==> src/rtl/sync_frame_tx_pkg.sv <==
// Shared types and defaults for the sync-word frame transmitter.
// Used by the transmitter RTL and by transmitter/detector benches.
package sync_frame_tx_pkg;

    typedef enum logic [1:0] {
        IDLE = 2'd0,
        SYNC = 2'd1,
        DATA = 2'd2,
        GAP  = 2'd3
    } state_t;

    localparam int                    SYNC_W_DEF   = 5;
    localparam logic [SYNC_W_DEF-1:0] SYNC_PAT_DEF = 5'b10010;

    function automatic int max3(input int a, input int b, input int c);
        int m;
        m = (a > b) ? a : b;
        return (m > c) ? m : c;
    endfunction

endpackage

==> src/rtl/sync_frame_tx_bit_counter.sv <==
// frame_bit_counter: loadable down-counter with a zero flag.
// Ports: clk, rstn, i_load/i_load_val (reload), i_dec, o_cnt, o_zero.
module frame_bit_counter #(
    parameter int CNT_W = 4
) (
    input  logic             clk,
    input  logic             rstn,
    input  logic             i_load,
    input  logic [CNT_W-1:0] i_load_val,
    input  logic             i_dec,
    output logic [CNT_W-1:0] o_cnt,
    output logic             o_zero
);

    logic [CNT_W-1:0] r_cnt;

    // Saturates at zero so a stray decrement never wraps within a state.
    always_ff @(posedge clk or negedge rstn) begin
        if (!rstn) begin
            r_cnt <= '0;
        end else if (i_load) begin
            r_cnt <= i_load_val;
        end else if (i_dec && (r_cnt != '0)) begin
            r_cnt <= r_cnt - 1'b1;
        end
    end

    assign o_cnt  = r_cnt;
    assign o_zero = (r_cnt == '0);

endmodule

==> src/rtl/sync_frame_tx.sv <==
// Serial frame transmitter: sync word, payload (MSB first), idle gap.
// Ports: clk, rstn, load/data_in (request), ready, w, tx_active, done.
module sync_frame_tx
    import sync_frame_tx_pkg::*;
#(
    parameter int                DATA_W   = 8,
    parameter int                SYNC_W   = SYNC_W_DEF,
    parameter logic [SYNC_W-1:0] SYNC_PAT = SYNC_PAT_DEF,
    parameter int                GAP_LEN  = 1
) (
    input  logic              clk,
    input  logic              rstn,
    input  logic              load,
    input  logic [DATA_W-1:0] data_in,
    output logic              ready,
    output logic              w,
    output logic              tx_active,
    output logic              done
);

    localparam int CNT_W = $clog2(max3(SYNC_W, DATA_W, GAP_LEN)) + 1;

    // Counter holds "cycles left in this state minus one".
    localparam logic [CNT_W-1:0] SYNC_LAST = CNT_W'(SYNC_W - 1);
    localparam logic [CNT_W-1:0] DATA_LAST = CNT_W'(DATA_W - 1);
    localparam logic [CNT_W-1:0] GAP_LAST  = CNT_W'(GAP_LEN - 1);

    state_t            r_state;
    logic              r_w;
    logic              r_done;
    logic [SYNC_W-1:0] r_sync;
    logic [DATA_W-1:0] r_pay;

    state_t            w_state_nx;
    logic              w_w_nx;
    logic              w_done_nx;
    logic              w_accept;
    logic              w_sync_shift;
    logic              w_pay_shift;
    logic              w_cnt_ld;
    logic [CNT_W-1:0]  w_cnt_val;
    logic              w_cnt_dec;
    logic [CNT_W-1:0]  w_cnt;
    logic              w_cnt_zero;

    assign w_accept = load && (r_state == IDLE);

    frame_bit_counter #(
        .CNT_W(CNT_W)
    ) u_cnt (
        .clk       (clk),
        .rstn      (rstn),
        .i_load    (w_cnt_ld),
        .i_load_val(w_cnt_val),
        .i_dec     (w_cnt_dec),
        .o_cnt     (w_cnt),
        .o_zero    (w_cnt_zero)
    );

    always_ff @(posedge clk or negedge rstn) begin
        if (!rstn) begin
            r_state <= IDLE;
        end else begin
            r_state <= w_state_nx;
        end
    end

    // The line bit and done are registered together with the state,
    // so w/done describe the state the FSM is in during that cycle.
    always_comb begin
        w_state_nx   = r_state;
        w_w_nx       = 1'b0;
        w_done_nx    = 1'b0;
        w_sync_shift = 1'b0;
        w_pay_shift  = 1'b0;
        w_cnt_ld     = 1'b0;
        w_cnt_val    = '0;
        w_cnt_dec    = 1'b0;
        case (r_state)
            IDLE: begin
                if (load) begin
                    w_state_nx = SYNC;
                    w_w_nx     = SYNC_PAT[SYNC_W-1];
                    w_cnt_ld   = 1'b1;
                    w_cnt_val  = SYNC_LAST;
                end
            end
            SYNC: begin
                if (w_cnt_zero) begin
                    w_state_nx  = DATA;
                    w_w_nx      = r_pay[DATA_W-1];
                    w_pay_shift = 1'b1;
                    w_cnt_ld    = 1'b1;
                    w_cnt_val   = DATA_LAST;
                    w_done_nx   = (DATA_W == 1);
                end else begin
                    w_w_nx       = r_sync[SYNC_W-1];
                    w_sync_shift = 1'b1;
                    w_cnt_dec    = 1'b1;
                end
            end
            DATA: begin
                if (w_cnt_zero) begin
                    if (GAP_LEN == 0) begin
                        w_state_nx = IDLE;
                    end else begin
                        w_state_nx = GAP;
                        w_cnt_ld   = 1'b1;
                        w_cnt_val  = GAP_LAST;
                    end
                end else begin
                    w_w_nx      = r_pay[DATA_W-1];
                    w_pay_shift = 1'b1;
                    w_cnt_dec   = 1'b1;
                    // Loading the final payload bit onto the line.
                    w_done_nx   = (w_cnt == CNT_W'(1));
                end
            end
            GAP: begin
                if (w_cnt_zero) begin
                    w_state_nx = IDLE;
                end else begin
                    w_cnt_dec = 1'b1;
                end
            end
            default: begin
                w_state_nx = IDLE;
            end
        endcase
    end

    // r_sync holds the sync bits still to be sent, MSB aligned.
    always_ff @(posedge clk or negedge rstn) begin
        if (!rstn) begin
            r_sync <= '0;
            r_pay  <= '0;
        end else begin
            if (w_accept) begin
                r_sync <= SYNC_PAT << 1;
                r_pay  <= data_in;
            end else begin
                if (w_sync_shift) begin
                    r_sync <= r_sync << 1;
                end
                if (w_pay_shift) begin
                    r_pay <= r_pay << 1;
                end
            end
        end
    end

    always_ff @(posedge clk or negedge rstn) begin
        if (!rstn) begin
            r_w    <= 1'b0;
            r_done <= 1'b0;
        end else begin
            r_w    <= w_w_nx;
            r_done <= w_done_nx;
        end
    end

    assign ready     = (r_state == IDLE);
    assign tx_active = (r_state == SYNC) || (r_state == DATA);
    assign w         = r_w;
    assign done      = r_done;

endmodule

==> config.mk <==
export PLATFORM = sky130hd
export DESIGN_NAME = sync_frame_tx
export DESIGN_NICKNAME = d
export VERILOG_FILES = /design/src/rtl/sync_frame_tx_pkg.sv /design/src/rtl/sync_frame_tx_bit_counter.sv /design/src/rtl/sync_frame_tx.sv
export SDC_FILE = /design/constraint.sdc
export NUM_CORES = 1
export LEC_CHECK = 0
export BUFFER_PORTS_ARGS = -buffer_cell sky130_fd_sc_hd__clkbuf_2
export CORE_MARGIN = 4
export CORE_UTILIZATION = 60
export DETAILED_ROUTE_END_ITERATION = 8
export MAX_ROUTING_LAYER = met4
export PLACE_DENSITY_LB_ADDON = 0.2
export SLEW_MARGIN = 20
export SYNTH_ARGS = -nofsm -noshare
export SYNTH_HDL_FRONTEND = slang
export SYNTH_SLANG_ARGS = --single-unit
==> constraint.sdc <==
create_clock -name clk -period 5 [get_ports clk]
set_input_delay 0.5 -clock clk [delete_from_list [all_inputs] [get_ports clk]]
set_output_delay 0.5 -clock clk [all_outputs]
set_load 0.03 [all_outputs]
Word level (Yosys, flattened, before mapping) --
Cells that the tools add are included.
Storage, ports and cells: bits in registers 21, output and inout port bits 4
Operators by class: add/subtract/negate cells 1, equality and inequality tests 8, multiplexer cells 26, reduce and logical (&&, ||, !) cells 12
Operator list (count):
- 8-bit 2-to-1 mux | 2
- 5-bit 2-to-1 mux | 2
- 1-bit 2-to-1 mux | 9
- 2-bit 2-to-1 mux | 4
- 4-bit 2-to-1 mux | 2
- 2-bit one-hot mux with 4 select lines | 1
- 3-bit 2-to-1 mux | 2
- 2-bit by 1-bit != test with 1-bit output, second input constant | 3
- 3-bit one-hot mux with 2 select lines | 1
- 2-bit nonzero test | 3
- 2-bit equality test, second input constant | 2
- 4-bit by 1-bit equality test with 1-bit output, second input constant | 1
- 4-bit logical NOT | 1
- 1-bit one-hot mux with 2 select lines | 2
- 4-bit AND reduction | 1
- 4-bit nonzero test | 1
- 4-bit by 1-bit subtractor with 4-bit output, second input constant | 1
- 1-bit one-hot mux with 3 select lines | 1
- 3-bit OR reduction | 1
- 2-bit by 1-bit equality test with 1-bit output, second input constant | 1
- 1-bit logical AND | 2
- 2-bit logical NOT | 1
- 2-bit != test, second input constant | 1
- 2-bit OR reduction | 1
- 1-bit logical OR | 1

Logic depth before layout (Yosys ltp) --
depth in word-level cells 6, gate-level depth with buffers 7, mapped depth without buffers 5

By module --
Synthesis repeated with hierarchy kept, for this count alone.
Second synthesis, totals: cell total of the unflattened synthesis 98, area total of the unflattened synthesis 1128.6 µm²
Modules (own cells, without submodules):
- sync_frame_tx | instances 1, cells each 71, area each 858.3 µm², seq. area each 375.4 µm²
- frame_bit_counter | instances 1, cells each 27, area each 270.3 µm², seq. area each 100.1 µm²

Worst setup path after synthesis --
Ideal clock, no wire load.
path type register -> register, from reg r_state[0], to reg u_cnt.r_cnt[1] (netlist: u_cnt.o_cnt[1]), setup time 0.136 ns, arrival time 1.688 ns, path slack 3.176 ns, stages on the path, launching flop included 7, buffers on the path 1, path through dfrtp_1 -> inv_1 -> ha_1 -> clkbuf_1 -> nand2_1 -> o22ai_1 -> o31ai_1
On the way: elaborated cells on any way between the ends 12
RTL lines:
- from (decl) | line sync_frame_tx.sv:28 | state_t r_state;
- from (signal assigned) | line sync_frame_tx.sv:64 | r_state <= w_state_nx;
- 2-bit logical NOT *
- named net ready | line sync_frame_tx.sv:15 | output logic ready,
- 3-bit one-hot mux with 2 select lines or 1-bit one-hot mux with 2 select lines (tied branches) | line sync_frame_tx.sv:79 | case (r_state)
- 4-bit 2-to-1 mux or 2-bit nonzero test (tied branches)
- to (signal assigned) | line sync_frame_tx_bit_counter.sv:22 | r_cnt <= i_load_val;
- to (signal assigned) | line sync_frame_tx_bit_counter.sv:24 | r_cnt <= r_cnt - 1'b1;
- to (decl) | line sync_frame_tx_bit_counter.sv:15 | logic [CNT_W-1:0] r_cnt;
Mark *: on every way through the listed nets, which the timed path passes. The rest lies on a longest branch. A chain may end at the register's enable or synchronous reset.

Worst setup path in the final report --
from reg u_cnt.r_cnt[0] (netlist: u_cnt.o_cnt[0]), to reg r_state[1]
On the way: cells in the longest elaborated chain, start to end 3, elaborated cells on any way between the ends 5
Ends and longest elaborated chain:
- 4-bit logical NOT * | line sync_frame_tx_bit_counter.sv:29 | assign o_zero = (r_cnt == '0);
- 2-bit by 1-bit != test with 1-bit output (no source line)
- 4-bit AND reduction (no source line) *
Mark *: on every way between the ends. The rest lies on a longest branch, timed or not.

==> results.sh <==
export IMPL_grt_max_degree=21
export IMPL_grt_usage=0.209
export IMPL_die_h_um=51.9
export IMPL_synth_net_count=143
export IMPL_critPathRequiredTime_ps=5200
export IMPL_place_congestion=0.812
export IMPL_syn_inst=125
export IMPL_wirelength_mm=2.46
export IMPL_rows=15
export IMPL_maxCapViolCount=0
export IMPL_drive_gt1_frac=0.170
export IMPL_ys_seq_elements=19
export IMPL_cts_tree="yes"
export IMPL_ys_async_sr_fraction=1.00
export IMPL_drt_initial_drc_count=27
export IMPL_layout_worst_path_cycle_share=0.470
export IMPL_grt_pass1_wl_mm=4.04
export IMPL_syn_area_um2=1160
export IMPL_cts_root_buf="clkbuf_4"
export IMPL_layout_min_cycle_time_ps=2350
export IMPL_core_um2=1780
export IMPL_cp_num_buf_inv=1
export IMPL_crit_path_top_delay_cell="nor3b_2"
export IMPL_power_density_nw_per_um2=707
export IMPL_layout_commonest_cell="dfrtp_1"
export IMPL_cp_end_kind="register"
export IMPL_grt_antenna_before_repair=0
export IMPL_cts_buffers=3
export IMPL_clk_pin_slew_worst_paths_ps=110
export IMPL_synth_ff_type="dfrtp_1"
export IMPL_synth_edf_count=0
export IMPL_outcome="finished, final reports clean"
export IMPL_holdBufCountCts=0
export IMPL_clk_insertion_delay_late_ps=300
export IMPL_slew_violations=0
export IMPL_antennaDiodeCount=0
export IMPL_ys_seq_area_frac=0.411
export IMPL_slowest_delay_ps=880
export IMPL_reg2reg_slack_ps=2650
export IMPL_ant_nets=0
export IMPL_htree_levels=1
export IMPL_fp_dieW_um=51.9
export IMPL_setup_viol=0
export IMPL_start_util=0.648
export IMPL_relSlewSlack=0.302
export IMPL_yosysWarningCount=0
export IMPL_fillers=146
export IMPL_detail_route_wl_per_cell_um=15.4
export IMPL_ios=15
export IMPL_fmax_mhz=426
export IMPL_ir_worst_vdd_mv=0.545
export IMPL_rsz0062_at_grt="false"
export IMPL_tightest_slew_ps=1040
export IMPL_path_max_fanout=20
export IMPL_vias=988
export IMPL_syn_area_per_cell_um2=9.25
export IMPL_dp_hpwl_mm=1.74
export IMPL_finalSetupTns_ps=0
export IMPL_cts_resized=0
export IMPL_grt_pass1_vias=924
export IMPL_ys_types=35
export IMPL_worstPathArrival_ps=2550
export IMPL_first_pass_iters=4
export IMPL_start_kind="register"
export IMPL_cp_cell_sequence="inv_1 -> ha_1 -> nor3b_2 -> o22ai_1 -> mux2_2"
export IMPL_fin_hold_ws_ps=132
export IMPL_power_leakage_nw=0.563
export IMPL_numClockSinks=19
export IMPL_post_cts_setup_buffer_count=0
export IMPL_critPathTopFamily="simple AND/OR/NAND/NOR gates"
export IMPL_gr_total_overflow=0
export IMPL_portBuffers=14
export IMPL_clockBufferDepth=2
export IMPL_hold_class="input port to asynchronous set/reset pin"
export IMPL_final_hold_viol_count=0
export IMPL_drc=0
export IMPL_layout_common_cells="dfrtp_1 (19), clkbuf_2 (14), nand2_1 (12)"
export IMPL_path_class="register to register"
export IMPL_nets=154
export IMPL_finalClockSkew_ps=4.74
export IMPL_vias_per_cell=6.18
export IMPL_syn_to_final_growth_pct=8.66
export IMPL_dieArea_um2=2690
per-layer routing:
layer / GRT usage / share of wire / routed length, µm / up-vias
li1: - / - / - / 479
met1: 0.252 / 0.44 / 1090 / 467
met2: 0.347 / 0.49 / 1200 / 33
met3: 0.0344 / 0.040 / 99 / 9
met4: 0.0873 / 0.030 / 74 / 0
met5: - / 0 / 0 / -
path summary, 6_finish.rpt:
| check | start | to | depth (start not counted) |
|---|---|---|---|
| setup / recovery | u_cnt.o_cnt[0] | r_state[1] | 5 |
| hold / removal | rstn | r_pay[5] | 1 |
| setup reg to reg | u_cnt.o_cnt[0] | r_state[1] | 5 |
| hold reg to reg | r_sync[2] | r_sync[2] | 2 |
| max in group asynchronous | rstn | u_cnt.o_cnt[0] | 1 |
| min in group clk | data_in[0] | r_pay[0] | 3 |
state kept, by name, summed over array words and instances (netlist names):
name and count:
r_state 2, r_pay 8, w 1, u_cnt.o_cnt 4, done 1, r_sync 3
where the power goes:
part | switching [W] | total (W) | leakage [nW] | internal, W
sequential | 0.0000709 | 0.000300 | 0.234 | 0.000229
clock | 0.0000483 | 0.0000794 | 0.0150 | 0.0000311
combinational | 0.000291 | 0.000509 | 0.314 | 0.000218
cell type report:
class,instances,area (µm²),area share
timing repair buffer,14,70.1,0.0558
multi-input combinational,91,627,0.499
inverter,7,26.3,0.0209
tap,25,31.3,0.0249
sequential,19,475,0.378
clock buffer,4,26.3,0.0209
logic make-up after synthesis:
| logic type | Yosys count | synth area share |
|---|---|---|
| DFF | 19 | 0.411 |
| muxes | 3 | 0.0281 |
| adders and majority gates | 7 | 0.0758 |
| buffers and inverters | 15 | 0.0563 |
| AOI/OAI and AO/OA | 39 | 0.237 |
| and+or+nand+nor | 42 | 0.192 |
stage by stage:
step / utilization / std cells / instance area (µm²) / total power (W) / setup slack (ps)
after CTS: 0.701 / 160 / 1250 / 0.000885 / 2600
after global placement: 0.686 / 156 / 1220 / 0.000774 / 2810
after detailed placement: 0.686 / 156 / 1220 / 0.000800 / 2710
after floorplan: - / 125 / 1160 / 0.000699 / 3180
final: 0.705 / 160 / 1260 / 0.000889 / 2650
after global routing: 0.705 / 160 / 1260 / 0.000965 / 2460
synthesized netlist by cell type, types with 2 or more instances:
cell type | n | area share
ha_1 | 7 | 0.076
nor2_1 | 10 | 0.032
nor4bb_1 | 2 | 0.017
nand2_1 | 12 | 0.039
and2_1 | 2 | 0.011
inv_1 | 6 | 0.019
a21oi_1 | 5 | 0.022
nand3_1 | 5 | 0.022
dfrtp_1 | 19 | 0.41
mux2_2 | 2 | 0.019
nor4_1 | 2 | 0.011
o211ai_1 | 8 | 0.052
o22ai_1 | 2 | 0.011
clkbuf_1 | 6 | 0.019
nor2b_1 | 2 | 0.011
o21ai_0 | 3 | 0.013
a31oi_1 | 8 | 0.043
a2bb2oi_1 | 7 | 0.053
Power figures use the tool's default switching activity.
